===== config.mk =====
export PLATFORM = sky130hd
export DESIGN_NAME = cci_mpf_prim_ram_byteena_arb
export DESIGN_NICKNAME = d
export VERILOG_FILES = /design/src/rtl/cci_mpf_prim_ram_byteena_arb.sv
export SDC_FILE = /design/constraint.sdc
export NUM_CORES = 2
export LEC_CHECK = 0
export ABC_AREA = 1
export ABC_CLOCK_PERIOD_IN_PS = 3200
export CAP_MARGIN = 25
export CORE_AREA = 2 2 557 559
export CTS_CLUSTER_DIAMETER = 200
export CTS_CLUSTER_SIZE = 40
export DETAILED_ROUTE_END_ITERATION = 6
export DIE_AREA = 0 0 559 561
export GPL_ROUTABILITY_DRIVEN = 0
export PLACE_DENSITY_LB_ADDON = 0.25
export SLEW_MARGIN = 20
export SYNTH_ARGS = -nofsm -noshare
export SYNTH_HDL_FRONTEND = slang
export SYNTH_SLANG_ARGS = --single-unit

===== constraint.sdc =====
create_clock -name clk -period 3.2 [get_ports clk]
set_input_delay 0.64 -clock clk [delete_from_list [all_inputs] [get_ports clk]]
set_output_delay 0.64 -clock clk [all_outputs]
set_load 0.01 [all_outputs]

===== src/rtl/cci_mpf_prim_ram_byteena_arb.sv =====
// rtl/cci_mpf_prim_ram_byteena_arb.sv - two-requester round-robin arbiter over one byte-enabled RAM port
// Clears the RAM to INIT_VALUE after reset, then serializes requester accesses on port 0.

module cci_mpf_prim_ram_dualport_byteena #(
    parameter int N_ENTRIES           = 32,
    parameter int N_DATA_BITS         = 64,
    parameter int N_BYTE_BITS         = 8,
    parameter int N_OUTPUT_REG_STAGES = 0
) (
    input  logic                                  clk,
    input  logic                                  wen0,
    input  logic [$clog2(N_ENTRIES)-1:0]          addr0,
    input  logic [N_DATA_BITS/N_BYTE_BITS-1:0]    byteena0,
    input  logic [N_DATA_BITS-1:0]                wdata0,
    output logic [N_DATA_BITS-1:0]                rdata0,
    input  logic                                  wen1,
    input  logic [$clog2(N_ENTRIES)-1:0]          addr1,
    input  logic [N_DATA_BITS/N_BYTE_BITS-1:0]    byteena1,
    input  logic [N_DATA_BITS-1:0]                wdata1
);
    localparam int NB = N_DATA_BITS / N_BYTE_BITS;
    localparam int L  = 1 + N_OUTPUT_REG_STAGES;

    logic [N_DATA_BITS-1:0] mem [N_ENTRIES];
    logic [N_DATA_BITS-1:0] rd_q [L];

    always_ff @(posedge clk) begin
        for (int b = 0; b < NB; b++) begin
            if (wen0 && byteena0[b]) begin
                mem[addr0][b*N_BYTE_BITS +: N_BYTE_BITS] <= wdata0[b*N_BYTE_BITS +: N_BYTE_BITS];
            end
            if (wen1 && byteena1[b]) begin
                mem[addr1][b*N_BYTE_BITS +: N_BYTE_BITS] <= wdata1[b*N_BYTE_BITS +: N_BYTE_BITS];
            end
        end
        // Read returns the pre-write contents of the addressed entry.
        rd_q[0] <= mem[addr0];
        for (int s = 1; s < L; s++) begin
            rd_q[s] <= rd_q[s-1];
        end
    end

    assign rdata0 = rd_q[L-1];
endmodule

module cci_mpf_prim_ram_byteena_arb #(
    parameter int                      N_ENTRIES           = 32,
    parameter int                      N_DATA_BITS         = 64,
    parameter int                      N_BYTE_BITS         = 8,
    parameter int                      N_OUTPUT_REG_STAGES = 0,
    parameter logic [N_DATA_BITS-1:0]  INIT_VALUE          = N_DATA_BITS'(0)
) (
    input  logic                                  clk,
    input  logic                                  reset_n,
    output logic                                  rdy,
    input  logic [1:0]                            req_valid,
    output logic [1:0]                            req_ready,
    input  logic [1:0]                            req_wen,
    input  logic [$clog2(N_ENTRIES)-1:0]          req_addr [2],
    input  logic [N_DATA_BITS/N_BYTE_BITS-1:0]    req_byteena [2],
    input  logic [N_DATA_BITS-1:0]                req_wdata [2],
    output logic [1:0]                            rsp_valid,
    output logic [N_DATA_BITS-1:0]                rsp_rdata [2]
);
    localparam int AW = $clog2(N_ENTRIES);
    localparam int NB = N_DATA_BITS / N_BYTE_BITS;
    localparam int L  = 1 + N_OUTPUT_REG_STAGES;

    typedef enum logic {ST_INIT, ST_RUN} state_t;

    state_t          state_q, state_d;
    logic [AW-1:0]   init_addr_q, init_addr_d;
    logic            fav_q, fav_d;
    logic [L-1:0]    rsp_v_q, rsp_v_d;
    logic [L-1:0]    rsp_id_q, rsp_id_d;

    logic [1:0]             grant;
    logic                   sel;
    logic                   rd_fire;
    logic                   ram_wen;
    logic [AW-1:0]          ram_addr;
    logic [NB-1:0]          ram_byteena;
    logic [N_DATA_BITS-1:0] ram_wdata;
    logic [N_DATA_BITS-1:0] ram_rdata;

    assign rdy = (state_q == ST_RUN);

    always_comb begin
        grant = 2'b00;
        if (rdy) begin
            case (req_valid)
                2'b01:   grant = 2'b01;
                2'b10:   grant = 2'b10;
                2'b11:   grant = fav_q ? 2'b10 : 2'b01;
                default: grant = 2'b00;
            endcase
        end
    end

    assign req_ready = grant;
    assign sel       = grant[1];
    assign rd_fire   = (|grant) && !req_wen[sel];

    always_comb begin
        ram_wen     = 1'b1;
        ram_addr    = init_addr_q;
        ram_byteena = '1;
        ram_wdata   = INIT_VALUE;
        if (rdy) begin
            ram_wen     = (|grant) && req_wen[sel];
            ram_addr    = req_addr[sel];
            ram_byteena = req_byteena[sel];
            ram_wdata   = req_wdata[sel];
        end
    end

    always_comb begin
        state_d     = state_q;
        init_addr_d = init_addr_q;
        fav_d       = fav_q;
        if (state_q == ST_INIT) begin
            init_addr_d = init_addr_q + AW'(1);
            if (init_addr_q == AW'(N_ENTRIES - 1)) begin
                state_d = ST_RUN;
            end
        end
        if (grant[0]) fav_d = 1'b1;
        if (grant[1]) fav_d = 1'b0;
    end

    // Requester tag rides alongside the RAM read pipeline so data lands on the right rsp_valid.
    always_comb begin
        rsp_v_d     = '0;
        rsp_id_d    = '0;
        rsp_v_d[0]  = rd_fire;
        rsp_id_d[0] = sel;
        for (int s = 1; s < L; s++) begin
            rsp_v_d[s]  = rsp_v_q[s-1];
            rsp_id_d[s] = rsp_id_q[s-1];
        end
    end

    always_ff @(posedge clk) begin
        if (!reset_n) begin
            state_q     <= ST_INIT;
            init_addr_q <= '0;
            fav_q       <= 1'b0;
            rsp_v_q     <= '0;
            rsp_id_q    <= '0;
        end else begin
            state_q     <= state_d;
            init_addr_q <= init_addr_d;
            fav_q       <= fav_d;
            rsp_v_q     <= rsp_v_d;
            rsp_id_q    <= rsp_id_d;
        end
    end

    assign rsp_valid[0] = rsp_v_q[L-1] && !rsp_id_q[L-1];
    assign rsp_valid[1] = rsp_v_q[L-1] &&  rsp_id_q[L-1];
    assign rsp_rdata[0] = ram_rdata;
    assign rsp_rdata[1] = ram_rdata;

    cci_mpf_prim_ram_dualport_byteena #(
        .N_ENTRIES           (N_ENTRIES),
        .N_DATA_BITS         (N_DATA_BITS),
        .N_BYTE_BITS         (N_BYTE_BITS),
        .N_OUTPUT_REG_STAGES (N_OUTPUT_REG_STAGES)
    ) u_ram (
        .clk      (clk),
        .wen0     (ram_wen),
        .addr0    (ram_addr),
        .byteena0 (ram_byteena),
        .wdata0   (ram_wdata),
        .rdata0   (ram_rdata),
        .wen1     (1'b0),
        .addr1    ('0),
        .byteena1 ('0),
        .wdata1   ('0)
    );
endmodule


==> metrics.txt <==
outcome finished, final reports clean; Tmin final about 3.2 ns; crit-path most repeated cell buf_12; Die H approximately 560 um; Tcrit/Tclk final 98.7%; top post-synthesis cells by count nand2_1, edfxtp_1, nand4_1; Synth Warn # 0; Slew Viols, Final 0; DR DRC count 0; worst hold path type in2reg; critical path buffer and inverter count 6; Cell Pwr Density 453 nW/um^2; CTS buffer count 59; P&R area growth vs syn 15.7%; Cell Area, Placed roughly 100,000 um^2; WL/cell 22.1 um; CP top delay family buffers and inverters; Buffers on Ports just under 300; layout cells sized above 1 8.43%; vias per cell 4.92; worst setup path class in2reg; maximum clock rate 317 MHz; number of synthesized flops with an enable pin 2,048; RR Endpoint u_ram.mem[9][0]; Cells after Synth approximately 9,000; Total Routed Length ~300,000 um; FF-to-FF Start rdy; actual slew at the worst max-slew pin 1.10 ns; Post-Syn Area 92,000 um^2; power share of the combinational group roughly an eighth; largest net degree at the start of global routing 180; clk root buf clkbuf_16; hold depth 3; largest cells by area after synthesis edfxtp_1, nand2_1, nand4_1; Final Hold Fails 0; Worst EP arrival approximately 3.6 ns; final instance area 106,000 um^2; die area around 310,000 um^2; Initial Util around 30%; asr flop ratio synth 0%; DR pass1 iterations 6; CP max stage delay 0.83 ns; CP Cell Sequence clkdlybuf4s50_1 -> buf_12 -> nand2_1 -> inv_2 -> nand2_4 -> buf_12 -> buf_4 -> o21ai_0 -> a22o_1 -> buf_12 -> nor2_1; cell taking the most area after synthesis edfxtp_1; switching pwr 11.9 mW; Min-Delay Endpoint init_addr_q[4]; Syn Nets 9,178; vias in the first global route 64,900; DR vias roughly 66,000; first-pass GRT wire length about 440,000 um; Critical Path Slowest Stage Cell nor2_1; dpl hpwl between 150,000 and 200,000 um; hold path start reset_n; clock tree buffer depth 3; final setup vio count 0; Final Skew 0.0667 ns; Clock H-tree levels 2; Max-Cap Viols 0; Main synth FF type edfxtp_1; remaining global-route overflow 0; flops & latches, synth roughly 2,100; Final #Nets 9,506; Routed Antenna Nets 0; Flop pwr share ~64%; CTS tree built; Core Area 308,000 um^2; clock slew at reported path FFs approximately 0.15 ns; CP Max Fanout 18; post-cts sizing count 0; count leader, synth nand2_1; post-synthesis sequential area ratio about 68%; maximum VDD drop 0.000457 V; # clock sinks between 2,000 and 2,500; final hold slack 0.456 ns; reg2reg path depth 9; Lkg Pwr 42.9 nW; R2R Setup Slk 0.11 ns; Cell variety after synth 28; clk_lat worst skew roughly 0.8 ns; total internal power 36.3 mW; CP required 3.64 ns; cell row count 204; Tot GR Track Use 18.4%; mean area per synthesized cell 10.2 um^2; io pins approximately 290; initial antenna violation count 15; top cell type's share of synthesized area between 60% and 70%; Setup crit start kind input pin; crit end category flip-flop; Sw Share 24.7%; Slew HR a little over a quarter; Initial DRC Count 6,497; Setup TNS 0 ns; clock network fraction of design power 24.2%; RSZ-0062 raised after global routing no; DIE WIDTH 559 um
[logic make-up (layout without fill, tap and decap cells)]
group	after synthesis	in the layout	synth area share, %
AOI/OAI and AO/OA	92	92	0.561
other	0	6	0
adders and majority gates	2	2	0.0272
xor gates and xnor gates	1	1	0.00953
and+or+nand+nor	5996	5996	27.3
DFF	2121	2121	68.5
buffers and inverters	804	1180	3.66
[cell type report]
cell class | count | area [um^2]
Timing Repair Buffer | 989 | 10500
Clock buffer | 107 | 1660
Antenna cell | 6 | 15.0
Tap cell | 4120 | 5150
Sequential cell | 2121 | 63000
Fill cell | 30800 | 201000
Multi-Input combinational cell | 6091 | 25800
Inverter | 82 | 315
Clock inverter | 2 | 38.8
[cells in the final DEF (no fill, tap or decap)]
| master | count |
|---|---|
| dfxtp_4 | 1 |
| nand4_1 | 960 |
| nor2_2 | 2 |
| o21ai_2 | 1 |
| clkdlybuf4s50_1 | 292 |
| edfxtp_1 | 2048 |
| inv_2 | 4 |
| nand3_4 | 2 |
| diode_2 | 6 |
| a21oi_1 | 4 |
| nand2_1 | 4544 |
| ha_1 | 2 |
| buf_4 | 506 |
| a22o_1 | 8 |
| inv_8 | 1 |
| nor2_1 | 395 |
| a21oi_4 | 1 |
| inv_6 | 1 |
| nand3_1 | 68 |
| o21ai_0 | 40 |
| or2_2 | 1 |
| nand2_4 | 10 |
| dfxtp_1 | 72 |
| clkinv_16 | 1 |
| nor3_1 | 4 |
| clkbuf_1 | 48 |
| nand2_8 | 1 |
| inv_1 | 77 |
| a211oi_1 | 2 |
| a31oi_4 | 1 |
| nor2_4 | 9 |
| o21ai_1 | 35 |
| buf_6 | 1 |
| clkbuf_16 | 59 |
| buf_12 | 190 |
| xor2_1 | 1 |
[worst max-delay path by stage]
stage                 start                to  slack [ns]  depth (start not counted)
2_1_floorplan  req_valid[1]  u_ram.mem[10][0]        0.28                         12
3_3_place_gp   req_valid[1]  u_ram.mem[29][3]       -0.77                         11
3_5_place_dp   req_valid[1]  u_ram.mem[29][3]       -0.75                         11
4_1_cts        req_valid[1]      req_ready[1]        0.08                          6
5_1_grt        req_valid[1]      req_ready[1]        0.05                          6
6_report       req_valid[1]   u_ram.mem[9][0]        0.04                         11
[state kept, by name, indices dropped and copies added, names as in the netlist]
signal       flops
rsp_id_q         1
u_ram.mem     2048
rsp_v_q          1
fav_q            1
rdy              1
init_addr_q      5
u_ram.rd_q      64
[tightest hold or removal path: cells and delay by family]
kind	cells	cell delay, ns
buffers and inverters	1	0.45
and+or+nand+nor	1	0.04
AOI/OAI and AO/OA	1	0.10
[per-stage QoR]
stage          utilization, %  worst slack (ns)  std cells  total power [mW]
2_1_floorplan               -             0.284       9016              34.6
3_3_place_gp             34.1            -0.769      13400              37.2
3_5_place_dp             34.1            -0.747      13400              37.2
4_1_cts                  34.6            0.0850      13500              48.6
5_1_grt                  34.6            0.0496      13500              49.9
6_report                 34.6            0.0417      13500              48.2
[power groups by stage]
| stage | registers (mW) | clock network [mW] | logic, mW |
|---|---|---|---|
| final | 30.8 | 11.7 | 5.72 |
| after global routing | 30.8 | 12.7 | 6.31 |
| after CTS | 30.8 | 12.0 | 5.75 |
| after detailed placement | 31.4 | 0 | 5.73 |
| after global placement | 31.4 | 0 | 5.74 |
| after floorplan | 31.3 | 0 | 3.27 |
[timing repair]
item                                    in CTS  in global routing
hold buffers                                 0                  0
endpoints found under the setup margin       1                  0
setup buffers                                0                  0
[per-layer routing]
layer  up-vias  track usage, %  wire (um)
met5         -               0          0
met4         0            5.93       9790
met3       258            1.73      15900
met2      2017            30.9     143000
met1     33000            25.0     130000
li1      31200               -          -
(Power assumes the default switching activity.)
